--- src/rtl/gray_pulse_regen.sv ---
// gray_pulse_regen: receiving end of a Gray-coded pulse counter.
// The asynchronous Gray count is synchronised, decoded to binary and differenced
// against the previous sample. Each increment is banked in a saturating pending
// counter, which a three-state FSM drains by emitting fixed-width pulses.
module gray_pulse_regen #(
  parameter int PULSE_HIGH = 2,
  parameter int PULSE_LOW  = 2
) (
  input  logic       clk,
  input  logic       rst_n,
  input  logic [7:0] ui_in,
  output logic [7:0] uo_out
);

  typedef enum logic [1:0] {
    ST_IDLE = 2'd0,
    ST_HIGH = 2'd1,
    ST_LOW  = 2'd2
  } state_e;

  localparam logic [7:0] PH_LOAD = 8'(PULSE_HIGH - 1);
  localparam logic [7:0] PL_LOAD = 8'(PULSE_LOW - 1);

  // Gray to binary: each binary bit is the XOR of all Gray bits at or above it.
  function automatic logic [7:0] gray2bin(input logic [7:0] g);
    logic [7:0] b;
    b[7] = g[7];
    for (int i = 6; i >= 0; i--) begin
      b[i] = b[i+1] ^ g[i];
    end
    return b;
  endfunction

  logic [7:0] s1_q, s2_q;
  logic [7:0] prev_bin_q;
  logic [1:0] warm_q, warm_d;
  logic [7:0] pending_q, pending_d;
  logic       ovf_q, ovf_d;
  logic [7:0] timer_q, timer_d;
  state_e     state_q, state_d;
  logic [7:0] uo_q, uo_d;

  logic [7:0] bin_s;
  logic [7:0] delta_s;
  logic       dec_s;
  logic [8:0] sum_s;
  logic [4:0] lvl_s;
  logic       busy_s;

  assign bin_s = gray2bin(s2_q);

  // Two-flop synchroniser for the asynchronous Gray count.
  always_ff @(posedge clk or negedge rst_n) begin
    if (!rst_n) begin
      s1_q <= 8'h00;
      s2_q <= 8'h00;
    end else begin
      s1_q <= ui_in;
      s2_q <= s1_q;
    end
  end

  // Warm-up: the first three edges after reset only prime prev_bin, so the
  // count sitting on ui_in at release never turns into pulses.
  always_comb begin
    warm_d  = (warm_q == 2'd3) ? warm_q : (warm_q + 2'd1);
    delta_s = (warm_q == 2'd3) ? (bin_s - prev_bin_q) : 8'h00;
  end

  // Pulse FSM: launch from IDLE, hold HIGH, enforce LOW gap, chain under backlog.
  always_comb begin
    state_d = state_q;
    timer_d = timer_q;
    dec_s   = 1'b0;
    case (state_q)
      ST_IDLE: begin
        if (pending_q != 8'h00) begin
          state_d = ST_HIGH;
          timer_d = PH_LOAD;
          dec_s   = 1'b1;
        end else begin
          state_d = ST_IDLE;
        end
      end
      ST_HIGH: begin
        if (timer_q == 8'h00) begin
          state_d = ST_LOW;
          timer_d = PL_LOAD;
        end else begin
          timer_d = timer_q - 8'h01;
        end
      end
      ST_LOW: begin
        if (timer_q == 8'h00) begin
          if (pending_q != 8'h00) begin
            state_d = ST_HIGH;
            timer_d = PH_LOAD;
            dec_s   = 1'b1;
          end else begin
            state_d = ST_IDLE;
          end
        end else begin
          timer_d = timer_q - 8'h01;
        end
      end
      default: begin
        state_d = ST_IDLE;
        timer_d = 8'h00;
      end
    endcase
  end

  // Pending bank: add the new increments and retire a launch in the same cycle;
  // anything beyond 255 saturates and latches overflow until reset.
  always_comb begin
    sum_s = {1'b0, pending_q} + {1'b0, delta_s} - {8'h00, dec_s};
    if (sum_s[8]) begin
      pending_d = 8'hFF;
      ovf_d     = 1'b1;
    end else begin
      pending_d = sum_s[7:0];
      ovf_d     = ovf_q;
    end
  end

  // Output word built from next-state values so the registered copy lines up
  // with the state it describes.
  always_comb begin
    lvl_s  = (pending_d > 8'd31) ? 5'd31 : pending_d[4:0];
    busy_s = (state_d != ST_IDLE) || (pending_d != 8'h00);
    uo_d   = {lvl_s, ovf_d, busy_s, (state_d == ST_HIGH)};
  end

  // Core state registers; async reset clears everything, including the outputs.
  always_ff @(posedge clk or negedge rst_n) begin
    if (!rst_n) begin
      prev_bin_q <= 8'h00;
      warm_q     <= 2'd0;
      pending_q  <= 8'h00;
      ovf_q      <= 1'b0;
      timer_q    <= 8'h00;
      state_q    <= ST_IDLE;
      uo_q       <= 8'h00;
    end else begin
      prev_bin_q <= bin_s;
      warm_q     <= warm_d;
      pending_q  <= pending_d;
      ovf_q      <= ovf_d;
      timer_q    <= timer_d;
      state_q    <= state_d;
      uo_q       <= uo_d;
    end
  end

  assign uo_out = uo_q;

endmodule

--- config.mk ---
export PLATFORM = sky130hd
export DESIGN_NAME = gray_pulse_regen
export DESIGN_NICKNAME = d
export VERILOG_FILES = /design/src/rtl/gray_pulse_regen.sv
export SDC_FILE = /design/constraint.sdc
export NUM_CORES = 1
export LEC_CHECK = 0
export CAP_MARGIN = 20
export CORE_AREA = 2 2 78 80
export CTS_BUF_LIST = sky130_fd_sc_hd__clkbuf_16
export DETAILED_ROUTE_END_ITERATION = 6
export DIE_AREA = 0 0 80 82
export PLACE_DENSITY = 0.77
export SYNTH_ARGS = -nofsm -noshare
export SYNTH_HDL_FRONTEND = slang
export SYNTH_SLANG_ARGS = --single-unit
--- constraint.sdc ---
create_clock -name clk -period 4.8 [get_ports clk]
set_input_delay 0.48 -clock clk [delete_from_list [all_inputs] [get_ports clk]]
set_output_delay 0.48 -clock clk [all_outputs]
set_load 0.03 [all_outputs]
* Word-level counts from Yosys, hierarchy flattened *
Cells that the tools add are included.
Widths: inputs -> output; s select.

cells by class
  add/sub/neg operators = 5
  magnitude comparators = 1
  equality and inequality tests = 4
  multiplexer cells = 15
  bitwise operators = 7
  reduce and logical (&&, ||, !) cells = 6

operators with widths
  kind                 count
  $mux 8               5
  $pmux 8 s3           1
  $reduce_bool 8->1    2
  $add 8x8->9          1
  $sub 9x1->9          1
  $gt 8x5->1 const B   1
  $logic_not 8->1      1
  $sub 8x1->8 const B  1
  $sub 8x8->8          1
  $xor 1x1->1          7
  $pmux 2 s3           1
  $mux 5               1
  $eq 2x1->1 const B   2
  $eq 2x2->1 const B   2
  $mux 1               4
  $mux 2               2
  $add 2x1->2 const B  1
  $logic_not 2->1      1
  $pmux 1 s2           1
  $reduce_bool 2->1    1
  $logic_or 1x1->1     1

storage, ports and cells
  bits in registers = 53
  input bits = 10
  output and inout bits = 8
  word-level logic and storage cells = 47

* Logic depth before layout (Yosys ltp) *
  word-level depth = 14
  mapped depth = 22
  gate-level depth less buffers = 22

* Least setup slack after synthesis *
Ideal clock, no wire load.

  path kind = register to register
  start point = register s2_q[7]
  end point = register uo_q[5] (netlist: uo_out[5])
  library setup time = 0.141 ns
  arrival = 4.877 ns
  required time = 4.659 ns
  slack = -0.218 ns
  cell stages (with the launch flop) = 23
  path buffers = 0
  clock period less this slack = 5.018 ns
  cells stage by stage = dfrtp_1 xor3_1 xor2_2 xnor2_2 xor2_2 xor2_2 xor2_1 ha_1 fa_1 o21ai_0 a21oi_1 o21bai_1 a21oi_1 mux2_2 ha_1 inv_1 ha_1 nor3_1 o21ai_0 a31oi_1 xnor2_1 nor4b_1 nand2_1

on the way
  word-level cells in the longest chain between the ends = 14

ends and longest elaborated chain
  what                          line  text
  start: declaration            34    logic [7:0] s1_q, s2_q;
  start signal: assignment      59    s2_q <= s1_q;
  $xor 1x1->1 (*) (2 in a row)  29    b[i] = b[i+1] ^ g[i];
  net bin_s[5]                  43    logic [7:0] bin_s;
  $xor 1x1->1 (*)               29
  net bin_s[4]                  43
  $xor 1x1->1 (4 in a row)      29
  $sub 8x8->8 (*)               67    delta_s = (warm_q == 2'd3) ? (bin_s - prev_bin_q) : 8'h00;
  $mux 8 (*)                    67
  $add 8x8->9 (*)               116   sum_s = {1'b0, pending_q} + {1'b0, delta_s} - {8'h00, dec_s};
  $sub 9x1->9 (*)               116
  $mux 8 (*)                    117   if (sum_s[8]) begin
  $gt 8x5->1                    129   lvl_s = (pending_d > 8'd31) ? 5'd31 : pending_d[4:0];
  $mux 5 (*)                    129
  net lvl_s[2]                  47    logic [4:0] lvl_s;
  end signal: assignment        151   uo_q <= uo_d;
  end: declaration              41    logic [7:0] uo_q, uo_d;

Mark *: on every way through the listed nets, which the timed path passes. The rest lies on a longest branch.
A chain may end at the register's enable or synchronous reset.

* Worst setup path after layout *
  start point = register s2_q[5]
  end point = register uo_q[3] (netlist: uo_out[3])

on the way
  word-level cells in the longest chain between the ends = 13

ends and longest elaborated chain
  what                      line
  $xor 1x1->1 (*)           29
  net bin_s[5]              43
  $xor 1x1->1 (*)           29
  net bin_s[4]              43
  $xor 1x1->1 (4 in a row)  29
  $sub 8x8->8 (*)           67
  $mux 8 (*)                67
  $add 8x8->9 (*)           116
  $sub 9x1->9 (*)           116
  $mux 8 (*)                117
  $gt 8x5->1                129
  $mux 5 (*)                129
  net lvl_s[0]              47

Marks and branches as above.

==> summary.txt <==
Critical path
  – R2R Path End: uo_out[3]
  – Worst path most repeated cell: xor2_2
  – Worst R2R Setup Slack: between 0.09 and 0.1 ns
  – Critical-path maximum fanout: 4
  – Nature of the critical path endpoint: flop
  – CP startpoint kind: flop
  – Critical path's largest stage delay: between 0.4 and 0.5 ns
  – Worst reg2reg startpoint: s2_q[5]
  – Crit-path cells: xor3_2 > xor2_2 > xnor2_2 > xor2_2 > xor2_2 > xor2_2 > ha_2 > fa_2 > buf_4 > buf_4 > xnor2_1 > nand2_1 > ha_1 > inv_2 > ha_4 > a211oi_2 > o21bai_1 > a21oi_1 > xor2_1 > nor4b_4 > nand2b_1
  – Setup Crit Path Kind: reg -> reg
  – CP max-delay cell: xor3_2
  – Worst Reg-to-Reg Cells: 21
  – WP data arrival: 4.87 ns
  – WP data required: 4.96 ns

Timing
  – Setup ws final: between 0.09 and 0.1 ns
  – Final Setup Violations: 0
  – Final hold vios: 0
  – Final worst-path cycle share: 0.981
  – RSZ-0062 raised after global routing: true
  – Slew Viols, Final: 0
  – Post-route minimum period: around 4.7 ns
  – Relative slew slack: 0.450
  – Worst Tran Pin Value: between 0.8 and 0.9 ns
  – Max Fclk: between 0.2 and 0.25 GHz
  – Skew final: around 0.0040 ns

Placed design
  – Dpl ws: -0.219 ns
  – Number of I/O port buffers: 17
  – Final RePlAce weighted congestion: 0.826
  – DP Wirelength: 3440 um

Drt
  – Vias post-DR: just under 2000
  – Vias per cell: just over 5
  – DRC: 0
  – WL/cell: between 10 and 15 um
  – Overall routed net length: around 5200 um
  – Initial DRC Count: 67
  – Drt pass-1 iters: 6
  – Routed Antenna Nets: 0

Logic synthesis
  – #FFs+latches synth: 52
  – Synthesized instance count: between 200 and 300
  – Distinct cells, synth: 43
  – Async S/R FF share, synth: 1.00
  – Mapped cell area: ~2800 sq um
  – Synth top area cells: dfrtp_1 47%, ha_1 12%, inv_1 5.0%
  – Largest area contributor in the netlist: dfrtp_1
  – Syn Area/Cell: 10.4 sq um
  – Syn_nets: about 300
  – Post-synth top flop: dfrtp_1
  – Synthesis warning total: 0
  – Synth top cells by count: 52 x dfrtp_1, 37 x inv_1, 26 x ha_1, 22 x nand2_1, 15 x nor2_1
  – Share of the synthesized area in the top cell type: 0.465
  – Post-synthesis sequential area ratio: 0.465
  – Count leader, synth: dfrtp_1
  – EDFF count, synth: 0

Finish
  – N_diodes: 0
  – Fillers: 459
  – Layout cells sized above 1: 0.237
  – NumNets Final: ~350
  – Area Growth Syn to Fin: 27.6%

CTS
  – Clk Latency, worst-skew pair: ~0.29 ns
  – Clock-pin slew on the worst setup and hold paths: 0.07 ns
  – Clock Tree Root: clkbuf_16
  – H-tree depth: 2
  – CTS tree: built
  – Clock Sinks: 52
  – TritonCTS buffer count: 5
  – Longest Clk Path Bufs: 2

Floorplan
  – Die Y: 82 um
  – Core area: about 5700 sq um
  – # IOs: 18
  – Die Span X: 80 um
  – Number of core rows: 28
  – Initial core utilization: 0.487
  – DIE AREA: roughly 6600 sq um

Global route
  – Number of global-route vias before repair: a little under 2000
  – Pin count of the biggest net entering global routing: 53
  – Initial antenna violation count: 0
  – GRT Overall Usage: 0.166
  – First-pass GRT wire length: between 8000 and 9000 um
  – Total grt overflow: 0

Flow run
  – Max Cap Viol: 0

Outcome
  – Status: finished clean

Min path
  – HP Class: in -> async
[sequential cells by signal, indices dropped and copies added (netlist names)]
register / cells
s2_q: 8
state_q: 2
timer_q: 8
pending_q: 8
s1_q: 8
uo_out: 8
prev_bin_q: 8
warm_q: 2
[cell families (layout without fill, tap and decap cells)]
| group | Yosys count | in the layout | synth area share |
|---|---|---|---|
| xor gates and xnor gates | 26 | 26 | 0.0975 |
| AOI/OAI and AO/OA | 47 | 47 | 0.105 |
| and+or+nand+nor | 73 | 73 | 0.131 |
| DFF | 52 | 52 | 0.465 |
| buffers and inverters | 42 | 88 | 0.0631 |
| adders and majority gates | 28 | 28 | 0.131 |
| muxes | 2 | 2 | 0.00805 |
[layout make-up]
class                           count  area (sq um)  share of cell area
Sequential cell                    52          1300               0.365
Timing Repair Buffer               43           360               0.101
Clock buffer                        5           125              0.0351
Clock inverter                      3          42.5              0.0119
Inverter                           37           139              0.0389
Tap cell                           75          93.8              0.0263
Multi-Input combinational cell    176          1510               0.422
[worst max-delay path, delay by kind of cell (launching register included)]
family / cells / cell delay (ns)
compound gates: 3 / 0.52
fa+ha+maj: 4 / 1.10
flops: 1 / 0.34
simple gates: 3 / 0.52
xor+xnor: 8 / 1.79
buf+inv: 3 / 0.32
[worst max path at each step]
| stage | start | to |
|---|---|---|
| detailed placement | s2_q[6] | uo_out[3] |
| CTS | s2_q[7] | uo_out[3] |
| floorplan | s2_q[6] | uo_out[3] |
| global placement | s2_q[6] | uo_out[6] |
| global route | s2_q[6] | uo_out[3] |
| finish | s2_q[5] | uo_out[3] |
[timing repair]
action                                 CTS  global route
endpoints found under the hold margin    0             0
hold buffers                             0             0
gates resized for setup                 20            20
setup buffers                            9             3
pin swaps                               21            22
setup endpoints to repair               14            15
[per-stage QoR]
stage / instance area [sq um] / cells / TNS (ns) / hold slack, ns / utilization
floorplan: 2800 / 270 / 0 / 0.184 / -
global placement: 3130 / 371 / -0.0818 / 0.333 / 0.545
detailed placement: 3130 / 371 / -0.896 / 0.337 / 0.545
CTS: 3460 / 388 / -0.00763 / 0.322 / 0.602
global route: 3570 / 391 / -1.88 / 0.351 / 0.621
finish: 3570 / 391 / 0 / 0.287 / 0.621
[per-layer routing]
layer | GRT usage | routed length (um) | part of all wire | up-vias
met2 | 0.303 | 2760 | 0.53 | 23
met3 | 0.0297 | 110 | 0.021 | 9
met1 | 0.193 | 2210 | 0.43 | 964
li1 | - | - | - | 979
met5 | 0 | 0 | 0 | -
met4 | 0.0644 | 95 | 0.018 | 0
[cells in the final DEF, fill, tap and decap left out, drive strengths merged, types with 2 or more instances in the layout]
cell	count
a31oi	2
a211oi	2
nor3	8
inv	39
o21bai	3
ha	26
a21oi	12
nand2b	11
or2	2
nand3	3
o21ai	18
buf	27
xnor2	13
xor2	12
fa	2
nor4	3
mux2	2
nor2	15
a221oi	2
nand4	2
dfrtp	52
nand2	22
clkbuf	5
a21o	2
clkdlybuf4s50	16
Power is left out: the tool's default activity adds up to more than one toggle a clock period on the data nets, which glitch-free logic cannot reach.
